==> config.mk <==
export PLATFORM = sky130hd
export DESIGN_NAME = exu_bjp_resolve
export DESIGN_NICKNAME = d
export VERILOG_FILES = /design/src/rtl/exu_bjp_resolve_pkg.sv /design/src/rtl/exu_bjp_resolve_sat_cnt.sv /design/src/rtl/exu_bjp_resolve.sv
export SDC_FILE = /design/constraint.sdc
export NUM_CORES = 1
export LEC_CHECK = 0
export ABC_AREA = 1
export CORE_UTILIZATION = 50
export CTS_BUF_LIST = sky130_fd_sc_hd__clkbuf_16
export DETAILED_ROUTE_END_ITERATION = 16
export PLACE_DENSITY_LB_ADDON = 0.08
export SYNTH_ARGS = -nofsm -noshare
export SYNTH_HDL_FRONTEND = slang
export SYNTH_SLANG_ARGS = --single-unit
==> constraint.sdc <==
create_clock -name clk -period 4.7 [get_ports clk]
set_input_delay 1.175 -clock clk [delete_from_list [all_inputs] [get_ports clk]]
set_output_delay 1.175 -clock clk [all_outputs]
set_load 0.02 [all_outputs]
==> src/rtl/exu_bjp_resolve_pkg.sv <==
// Shared widths and FSM state encoding for the branch/jump resolution slice.
package exu_bjp_resolve_pkg;
  localparam int E203_PC_SIZE = 32;
  localparam int E203_XLEN    = 32;
  localparam int CNT_W        = 32;

  typedef enum logic {
    IDLE       = 1'b0,
    FLUSH_WAIT = 1'b1
  } bjp_state_e;
endpackage

==> src/rtl/exu_bjp_resolve_sat_cnt.sv <==
// Saturating up-counter with synchronous clear; clear wins over increment.
import exu_bjp_resolve_pkg::*;

module exu_sat_cnt #(
  parameter int W = CNT_W
) (
  input  logic         clk,
  input  logic         rst_n,
  input  logic         inc,
  input  logic         clr,
  output logic [W-1:0] cnt
);

  logic [W-1:0] cnt_reg;
  logic [W-1:0] cnt_next;

  always_comb begin
    cnt_next = cnt_reg;
    if (clr)
      cnt_next = '0;
    else if (inc && (cnt_reg != {W{1'b1}}))
      cnt_next = cnt_reg + 1'b1;
  end

  always_ff @(posedge clk) begin
    if (!rst_n)
      cnt_reg <= '0;
    else
      cnt_reg <= cnt_next;
  end

  assign cnt = cnt_reg;

endmodule

==> src/rtl/exu_bjp_resolve.sv <==
// Resolves branch/jump outcomes against the front-end prediction, raises a
// registered flush with next-PC adder operands, and counts branches/mispredicts.
import exu_bjp_resolve_pkg::*;

module exu_bjp_resolve #(
  parameter int PC_SIZE = E203_PC_SIZE,
  parameter int XLEN    = E203_XLEN
) (
  input  logic               clk,
  input  logic               rst_n,
  input  logic               cmt_i_valid,
  output logic               cmt_i_ready,
  input  logic               cmt_i_bjp,
  input  logic               cmt_i_bxx,
  input  logic               cmt_i_prdt_taken,
  input  logic               cmt_i_rslv_taken,
  input  logic               cmt_i_rv32,
  input  logic [PC_SIZE-1:0] cmt_i_pc,
  input  logic [XLEN-1:0]    cmt_i_imm,
  output logic               flush_req,
  input  logic               flush_ack,
  output logic [PC_SIZE-1:0] flush_add_op1,
  output logic [PC_SIZE-1:0] flush_add_op2,
  output logic               nonflush_cmt_ena,
  input  logic               perf_clr,
  output logic [31:0]        bjp_cnt,
  output logic [31:0]        mis_cnt
);

  bjp_state_e         state_reg, state_next;
  logic [PC_SIZE-1:0] op1_reg, op2_reg;
  logic [PC_SIZE-1:0] mis_op2;
  logic               accept;
  logic               mis;

  assign accept = cmt_i_valid & cmt_i_ready;
  // jal/jalr targets are exact in the front end, so only bxx can mispredict
  assign mis    = cmt_i_bjp & cmt_i_bxx & (cmt_i_prdt_taken ^ cmt_i_rslv_taken);

  // Predicted taken but fell through: restart at the sequential PC
  assign mis_op2 = cmt_i_prdt_taken ? (cmt_i_rv32 ? PC_SIZE'(4) : PC_SIZE'(2))
                                    : cmt_i_imm[PC_SIZE-1:0];

  always_comb begin
    state_next       = state_reg;
    cmt_i_ready      = 1'b0;
    nonflush_cmt_ena = 1'b0;
    case (state_reg)
      IDLE: begin
        cmt_i_ready      = 1'b1;
        nonflush_cmt_ena = cmt_i_valid & cmt_i_bjp & ~mis;
        if (cmt_i_valid && mis)
          state_next = FLUSH_WAIT;
      end
      FLUSH_WAIT: begin
        if (flush_ack)
          state_next = IDLE;
      end
      default: state_next = IDLE;
    endcase
  end

  always_ff @(posedge clk) begin
    if (!rst_n) begin
      state_reg <= IDLE;
      op1_reg   <= '0;
      op2_reg   <= '0;
    end else begin
      state_reg <= state_next;
      if (accept && mis) begin
        op1_reg <= cmt_i_pc;
        op2_reg <= mis_op2;
      end
    end
  end

  assign flush_req     = (state_reg == FLUSH_WAIT);
  assign flush_add_op1 = op1_reg;
  assign flush_add_op2 = op2_reg;

  // Index 0 counts retired branches/jumps, index 1 counts mispredicts
  logic [1:0]       cnt_inc;
  logic [CNT_W-1:0] cnt_val [2];

  assign cnt_inc[0] = accept & cmt_i_bjp;
  assign cnt_inc[1] = accept & mis;

  for (genvar gi = 0; gi < 2; gi++) begin : g_cnt
    exu_sat_cnt #(.W(CNT_W)) u_cnt (
      .clk   (clk),
      .rst_n (rst_n),
      .inc   (cnt_inc[gi]),
      .clr   (perf_clr),
      .cnt   (cnt_val[gi])
    );
  end

  assign bjp_cnt = cnt_val[0];
  assign mis_cnt = cnt_val[1];

endmodule

==> results.yml, run 1 <==
flow_run:
  cap_violations: 0
detailed_routing:
  ant_nets: 0
  via_per_inst: 5.21
  drt_wl_total_mm: 17.3
  drtIter0Drc: 598
  drc_errors: 0
  first_pass_iters: 5
  vias: 6647
  routedWlPerCell_um: 13.6
floorplanning:
  die_y_um: 113
  ios: 205
  die_x_um: 113
  core-area_um2: 12000
  row_count: 40
  die_area_um2: 12700
  initial_core_util: 0.511
clock_tree:
  cts_buffer_depth: 2
  cts_buffers: 17
  ctsHoldBuffers: 0
  post_cts_buffers: 0
  cts_num_sinks: 129
  cts-root-buf: "clkbuf_16"
  insertion_delay_ns: 0.42
  cts_tree: "done"
  cts_resized: 0
  htreeDepth: 4
  clkTransAtPathRegs_ns: 0.05
timing:
  tns_ns: 0
  drv_slew: 0
  hold_viol: 0
  finalSetupViolCount: 0
  setup_ws_ns: 0.668
  rsz0062_at_grt: "no"
  whs_ns: 0.462
  finalCritPeriodShare: 0.858
  slew_headroom: 0.382
  fmax_ghz: 0.248
  fin_skew_ns: 0.00615
  min_period_ns: 4.03
  tightest_slew_ns: 0.925
logic_synthesis:
  synth_area_um2: 6110
  synth_edf_count: 0
  yosysTopAreaCellShare: 0.423
  avgSynthCellArea_um2: 6.60
  ys_seq_elements: 129
  netlist_top_cells_area: "dfxtp_1, nor2_1, nand2_1, nand3_1, a21oi_1"
  syn-instance-count: 926
  yosys_warnings: 0
  synth_cell_types: 27
  async_reset_ff_frac: 0
  synth-seq-area-share: 0.423
  syn_nets: 1002
  yosys.area.top_type: "dfxtp_1"
  synth_ff_type: "dfxtp_1"
final_layout:
  finalNonFillerCells: 1276
  largest_reg_flops: 64
  layout-drive-gt1-share: 0.0576
  nets: 1192
  syn_to_final_growth_pct: 43.1
  n_antenna_cell: 0
  mostFrequentLayoutCells: "nor2_1, clkdlybuf4s50_1, nand2_1"
  final_common_cell: "nor2_1"
  finalInstanceArea_um2: 8750
critical_path:
  critical_path_class: "in -> out"
  r2r_cells: 10
  cp_max_fo: 5
  r2r_setup_slack_ns: 2.07
  critPathArrivalTime_ns: 2.86
  r2r_end: "g_cnt[1].u_cnt.cnt[1]"
  crit_path_start_kind: "primary input"
  cp-end-kind: "output pin"
  worstPathRequired_ns: 3.52
  r2r_start: "g_cnt[1].u_cnt.cnt[0]"
placed_design:
  io_buffers: 204
  dp_hpwl_mm: 11.9
  postPlaceCellArea_um2: 8200
  dpl.cell_count: 1244
  gp_congestion: 0.858
  dp_worst_setup_slack_ns: 0.660
worst_hold_path:
  hold_path_depth: 2
  min_to: "flush_add_op2[6]"
  min-delay-start: "flush_add_op2[6]"
  holdCritPathClass: "reg -> reg"
grt:
  grt_pass1_wl_mm: 28.2
  antenna_found_initial: 0
  gr-total-overflow: 0
  gr-usage-all-layers: 0.278
  grt_pass1_vias: 5890
  grt_max_degree: 72
power_and_ir_drop:
  cellPowerDensity_nw_per_um2: 291
  switching_share: 0.239
  p_leak_uw: 0.00306
  ir_worst_vdd_v: 0.000240
  power_switching_uw: 610
  p_comb_frac: 0.082
  intPower_uw: 1940
  pwr-share-clk: 0.478
  seq_power_share: 0.439
status:
  status: "completed"
[synth_stat cells, types with 2 or more instances]
cell type,count
nor2_1,231
nand2_2,2
nor2_4,3
a21oi_2,7
a21oi_1,78
clkbuf_1,18
buf_2,13
inv_1,55
nand2_1,198
nand3_1,103
inv_2,4
nand3_2,3
xnor2_1,2
nand3b_1,2
ha_1,2
dfxtp_1,129
nand4_1,14
buf_6,5
buf_4,4
o21ai_0,39
xor2_1,3
nor2_2,6
[power by group through the flow]
| stage | Sequential (uW) | Combinational, uW | Clock [uW] |
|---|---|---|---|
| after floorplan | 1160 | 71.1 | 0 |
| after global placement | 1140 | 207 | 0 |
| after detailed placement | 1140 | 208 | 0 |
| after CTS | 1120 | 210 | 1230 |
| after global routing | 1120 | 228 | 1290 |
| final | 1120 | 209 | 1220 |
[stage by stage]
step | power [uW] | util
6_report | 2550 | 0.731
5_1_grt | 2640 | 0.731
4_1_cts | 2560 | 0.731
3_5_place_dp | 1350 | 0.686
3_3_place_gp | 1350 | 0.686
2_1_floorplan | 1230 | -
[logic make-up after synthesis]
logic type                 count (synthesis)  share of synthesized area
and+or+nand+nor                          565                      0.386
DFF                                      129                      0.423
AOI/OAI and AO/OA                        126                      0.108
buffers and inverters                     99                     0.0721
xor gates and xnor gates                   5                    0.00717
adders and majority gates                  2                    0.00409
[layout make-up]
| class | instances | area (um2) |
|---|---|---|
| clock inverters | 15 | 121 |
| repair buffers | 211 | 2110 |
| flip-flops and latches | 129 | 2580 |
| well taps | 147 | 184 |
| inverters | 59 | 221 |
| fillers | 1019 | 3210 |
| multi-input cells | 698 | 3110 |
| clock buffers | 17 | 425 |
[worst max-delay path by stage]
stage | startpoint | end | slack, ns | cells past startpoint
finish | cmt_i_bjp | nonflush_cmt_ena | 0.67 | 6
global route | cmt_i_bjp | nonflush_cmt_ena | 0.60 | 6
CTS | cmt_i_bjp | nonflush_cmt_ena | 0.66 | 6
detailed placement | cmt_i_bjp | nonflush_cmt_ena | 0.66 | 6
global placement | cmt_i_bjp | nonflush_cmt_ena | 0.69 | 6
floorplan | cmt_i_bjp | nonflush_cmt_ena | 1.86 | 4
[worst max-delay path, stage by stage]
cell and delay, ns:
clkdlybuf4s50_1 0.49, nand3_1 0.21, inv_1 0.25, nand2_1 0.08, inv_1 0.05, clkdlybuf4s50_1 0.61
[layer usage]
layer | global-route usage | wire (um) | vias to the layer above
li1 | - | - | 3369
met3 | 0.0778 | 1150 | 36
met2 | 0.449 | 8280 | 223
met5 | 0 | 0 | -
met4 | 0.134 | 532 | 0
met1 | 0.342 | 7330 | 3019
Note: power is estimated with default switching activity, not from simulation.
==> inputs of run 2 (changes only) <==
--- a/config.mk
+++ b/config.mk
@@ -6,7 +6,7 @@
 export NUM_CORES = 1
 export LEC_CHECK = 0
 export ABC_AREA = 1
-export CORE_UTILIZATION = 50
+export CORE_UTILIZATION = 39
 export CTS_BUF_LIST = sky130_fd_sc_hd__clkbuf_16
 export DETAILED_ROUTE_END_ITERATION = 16
 export PLACE_DENSITY_LB_ADDON = 0.08
==> constraint.sdc (replaced) <==
create_clock -name clk -period 4.8 [get_ports clk]
set_input_delay 1.2 -clock clk [delete_from_list [all_inputs] [get_ports clk]]
set_output_delay 1.2 -clock clk [all_outputs]
set_load 0.02 [all_outputs]
==> results.yml, run 2 (synthesized netlist as in run 1, its figures left out) <==
detailed_routing:
  routedWlPerCell_um: 13.0
  via_per_inst: 4.82
  drt_wl_total_mm: 17.5
  vias: 6465
  drtIter0Drc: 329
  ant_nets: 0
  first_pass_iters: 5
  drc_errors: 0
floorplanning:
  initial_core_util: 0.401
  die_x_um: 127
  core-area_um2: 15300
  row_count: 45
  die_area_um2: 16200
  ios: 205
  die_y_um: 127
critical_path:
  crit_path_start_kind: "primary input"
  critPathArrivalTime_ns: 2.97
  r2r_end: "g_cnt[1].u_cnt.cnt[0]"
  worstPathRequired_ns: 3.60
  critical_path_class: "in -> out"
  cp_max_fo: 5
  r2r_cells: 10
  worst-path-stages: 6
  cp_slowest_cell: "clkdlybuf4s50_1"
  endpoint: "nonflush_cmt_ena"
  crit_chain: "clkdlybuf4s50_1, nand3_1, inv_1, nand2_1, inv_1, clkdlybuf4s50_1"
  critPathLaunch: "cmt_i_bjp"
  r2r_setup_slack_ns: 2.22
  cp_slowest_stage_delay_ns: 0.59
  worst-path-buf-inv: 4
  crit_family: "buffers and inverters"
  cp-end-kind: "output pin"
  r2r_start: "g_cnt[1].u_cnt.cnt[0]"
flow_run:
  cap_violations: 0
worst_hold_path:
  holdCritPathClass: "reg -> reg"
timing:
  drv_slew: 0
  tightest_slew_ns: 0.901
  hold_viol: 0
  finalSetupViolCount: 0
  slew_headroom: 0.399
  finalCritPeriodShare: 0.870
  min_period_ns: 4.17
  fin_skew_ns: 0.00570
  fmax_ghz: 0.240
  tns_ns: 0
  rsz0062_at_grt: "no"
final_layout:
  layout-drive-gt1-share: 0.0576
  largest_reg_flops: 64
  nets: 1192
  mostFrequentLayoutCells: "nor2_1, clkdlybuf4s50_1, nand2_1"
  fillers: 1513
  syn_to_final_growth_pct: 45.0
  fin_util: 0.581
  seq_area_um2: 2580
  finalInstanceArea_um2: 8860
  finalNonFillerCells: 1340
  n_antenna_cell: 0
  final_common_cell: "nor2_1"
  multi_input_area_um2: 3110
power_and_ir_drop:
  intPower_uw: 2000
  switching_share: 0.228
  cellPowerDensity_nw_per_um2: 293
  seq_power_share: 0.423
  ir_worst_vdd_v: 0.000241
  p_leak_uw: 0.00308
  p_comb_frac: 0.078
  power_switching_uw: 591
  pwr-share-clk: 0.500
  total_power_uw: 2590
placed_design:
  dp_hpwl_mm: 12.5
  gp_congestion: 0.875
  postPlaceCellArea_um2: 8270
  dpl.cell_count: 1308
  io_buffers: 204
clock_tree:
  insertion_delay_ns: 0.41
  htreeDepth: 4
  post_cts_buffers: 0
  cts_buffers: 17
  ctsHoldBuffers: 0
  clkTransAtPathRegs_ns: 0.06
  cts_buffer_depth: 2
  cts_tree: "done"
  cts_num_sinks: 129
  cts_resized: 0
  cts-root-buf: "clkbuf_16"
grt:
  grt_pass1_wl_mm: 27.9
  grt_max_degree: 55
  gr-total-overflow: 0
  gr-usage-all-layers: 0.217
  grt_pass1_vias: 5642
  antenna_found_initial: 0
status:
  status: "completed"
==> run 2: worst min-delay path by stage <==
stage                            startpoint           endpoint  slack, ns  cells after the start
after floorplan           flush_add_op2[25]  flush_add_op2[25]       0.54                      2
after global placement    flush_add_op2[17]  flush_add_op2[17]       0.45                      2
after detailed placement  flush_add_op2[23]  flush_add_op2[23]       0.45                      2
after CTS                 flush_add_op2[23]  flush_add_op2[23]       0.46                      2
after global routing      flush_add_op2[17]  flush_add_op2[17]       0.48                      2
final                      flush_add_op2[5]   flush_add_op2[5]       0.46                      2
==> run 2: power by group through the flow <==
stage	clock [uW]	combinational (uW)	sequential (uW)
global route	1370	219	1100
finish	1300	202	1100
CTS	1320	203	1100
detailed placement	0	203	1120
floorplan	0	69.6	1140
global placement	0	202	1120
==> run 2: cell type report <==
class | count | area share
multi-input combinational | 698 | 0.351
sequential | 129 | 0.291
timing repair buffer | 211 | 0.236
clock buffer | 17 | 0.0480
tap | 211 | 0.0298
inverter | 59 | 0.0250
clock inverter | 15 | 0.0188
==> run 2: stage by stage <==
step	setup WS, ns	hold slack, ns
after floorplan	1.91	0.540
after global placement	0.645	0.451
after detailed placement	0.624	0.454
after CTS	0.622	0.463
after global routing	0.523	0.480
final	0.625	0.462
==> run 2: layer usage <==
metal,vias up,GRT usage,part of all wire
met5,-,0,0
met4,0,0.0875,0.019
met3,21,0.0557,0.055
met2,155,0.365,0.49
met1,2918,0.265,0.44
li1,3371,-,-
==> run 2: tightest hold or removal path: cells and delay by family, from the launching register on <==
kind / cells / cell delay (ns)
flip-flops: 1 / 0.31
AND/OR/NAND/NOR: 1 / 0.06
AO/OA/AOI/OAI: 1 / 0.05
==> inputs of run 3 (changes only) <==
--- a/config.mk
+++ b/config.mk
@@ -6,6 +6,7 @@
 export NUM_CORES = 1
 export LEC_CHECK = 0
 export ABC_AREA = 1
+export CORE_ASPECT_RATIO = 0.7
 export CORE_UTILIZATION = 39
 export CTS_BUF_LIST = sky130_fd_sc_hd__clkbuf_16
 export DETAILED_ROUTE_END_ITERATION = 16
==> results.yml, run 3 (synthesized netlist as in run 1, its figures left out) <==
status:
  status: "completed"
timing:
  finalCritPeriodShare: 0.848
  min_period_ns: 4.07
  slew_headroom: 0.359
  tns_ns: 0
  tightest_slew_ns: 0.960
  rsz0062_at_grt: "no"
  finalSetupViolCount: 0
  hold_viol: 0
  fin_skew_ns: 0.0122
  fmax_ghz: 0.246
  drv_slew: 0
  whs_ns: 0.462
worst_hold_path:
  holdCritPathClass: "reg -> reg"
clock_tree:
  cts_resized: 0
  post_cts_buffers: 0
  clkTransAtPathRegs_ns: 0.06
  cts-root-buf: "clkbuf_16"
  cts_buffers: 17
  insertion_delay_ns: 0.42
  cts_tree: "done"
  cts_buffer_depth: 2
  cts_num_sinks: 129
  htreeDepth: 4
  ctsHoldBuffers: 0
power_and_ir_drop:
  p_leak_uw: 0.00309
  cellPowerDensity_nw_per_um2: 292
  ir_worst_vdd_v: 0.000208
  total_power_uw: 2580
floorplanning:
  die_y_um: 107
  ios: 205
  initial_core_util: 0.407
  row_count: 37
  core-area_um2: 15000
  die_area_um2: 16200
  die_x_um: 152
final_layout:
  fin_util: 0.589
  largest_reg_flops: 64
  n_antenna_cell: 0
  syn_to_final_growth_pct: 44.5
  mostFrequentLayoutCells: "nor2_1, clkdlybuf4s50_1, nand2_1"
  final_common_cell: "nor2_1"
  finalNonFillerCells: 1325
  nets: 1193
  layout-drive-gt1-share: 0.0558
detailed_routing:
  drc_errors: 0
  drt_wl_total_mm: 18.9
  via_per_inst: 4.95
  routedWlPerCell_um: 14.3
  ant_nets: 0
  drtIter0Drc: 461
  first_pass_iters: 5
  vias: 6559
critical_path:
  cp-end-kind: "output pin"
  cp_max_fo: 5
  worstPathRequired_ns: 3.60
  critPathArrivalTime_ns: 2.87
  crit_path_start_kind: "primary input"
  cp_slowest_cell: "clkdlybuf4s50_1"
  crit_chain: "clkdlybuf4s50_1, nand3_1, inv_1, nand2_1, inv_1, clkdlybuf4s50_1"
  cp_slowest_stage_delay_ns: 0.61
  critical_path_class: "in -> out"
grt:
  gr-usage-all-layers: 0.239
  grt_max_degree: 50
  gr-total-overflow: 0
  grt_pass1_wl_mm: 29.9
  antenna_found_initial: 0
  grt_pass1_vias: 5755
placed_design:
  io_buffers: 204
  gp_congestion: 0.896
  dpl.cell_count: 1293
  dp_hpwl_mm: 13.5
flow_run:
  cap_violations: 0
==> run 3: cell count changes in the layout (fill, tap and decap cells not counted) <==
cell        delta
clkinv_4       -1
inv_6          -1
inv_1          +3
clkinvlp_4     -1
buf_4          +1
==> run 3: layout make-up <==
cell class | instances | area, um2
repair buffers | 212 | 2100
flip-flops and latches | 129 | 2580
inverters | 59 | 221
clock inverters | 15 | 153
well taps | 195 | 244
clock buffers | 17 | 425
fillers | 1521 | 6160
multi-input cells | 698 | 3110
==> run 3: stage by stage <==
step	cell area [um2]	setup WS, ns
detailed placement	8260	0.724
finish	8830	0.729
floorplan	6110	1.91
CTS	8830	0.723
global route	8830	0.618
global placement	8260	0.759
==> run 3: power by group <==
group | internal (uW) | switching [uW]
clock network | 802 | 478
logic | 105 | 101
registers | 1090 | 9.06
total | 2000 | 589
==> run 3: metal layers <==
metal / part of all wire / GRT usage / vias up
met5: 0 / 0 / -
met4: 0.0078 / 0.0644 / 0
met3: 0.11 / 0.0911 / 14
met2: 0.39 / 0.329 / 240
met1: 0.49 / 0.341 / 2935
li1: - / - / 3370
==> run 3: path summary, 6_finish.rpt <==
check,depth (start not counted),from,slack [ns],to
hold / removal,2,flush_add_op2[22],0.46,flush_add_op2[22]
hold reg to reg,2,flush_add_op2[22],0.46,flush_add_op2[22]
setup / recovery,6,cmt_i_valid,0.73,nonflush_cmt_ena
setup reg to reg,10,g_cnt[1].u_cnt.cnt[0],2.19,g_cnt[1].u_cnt.cnt[0]
==> run 3: critical path, delay by kind of cell <==
family	cells	cell delay (ns)
buffers and inverters	4	1.38
AND/OR/NAND/NOR	2	0.28
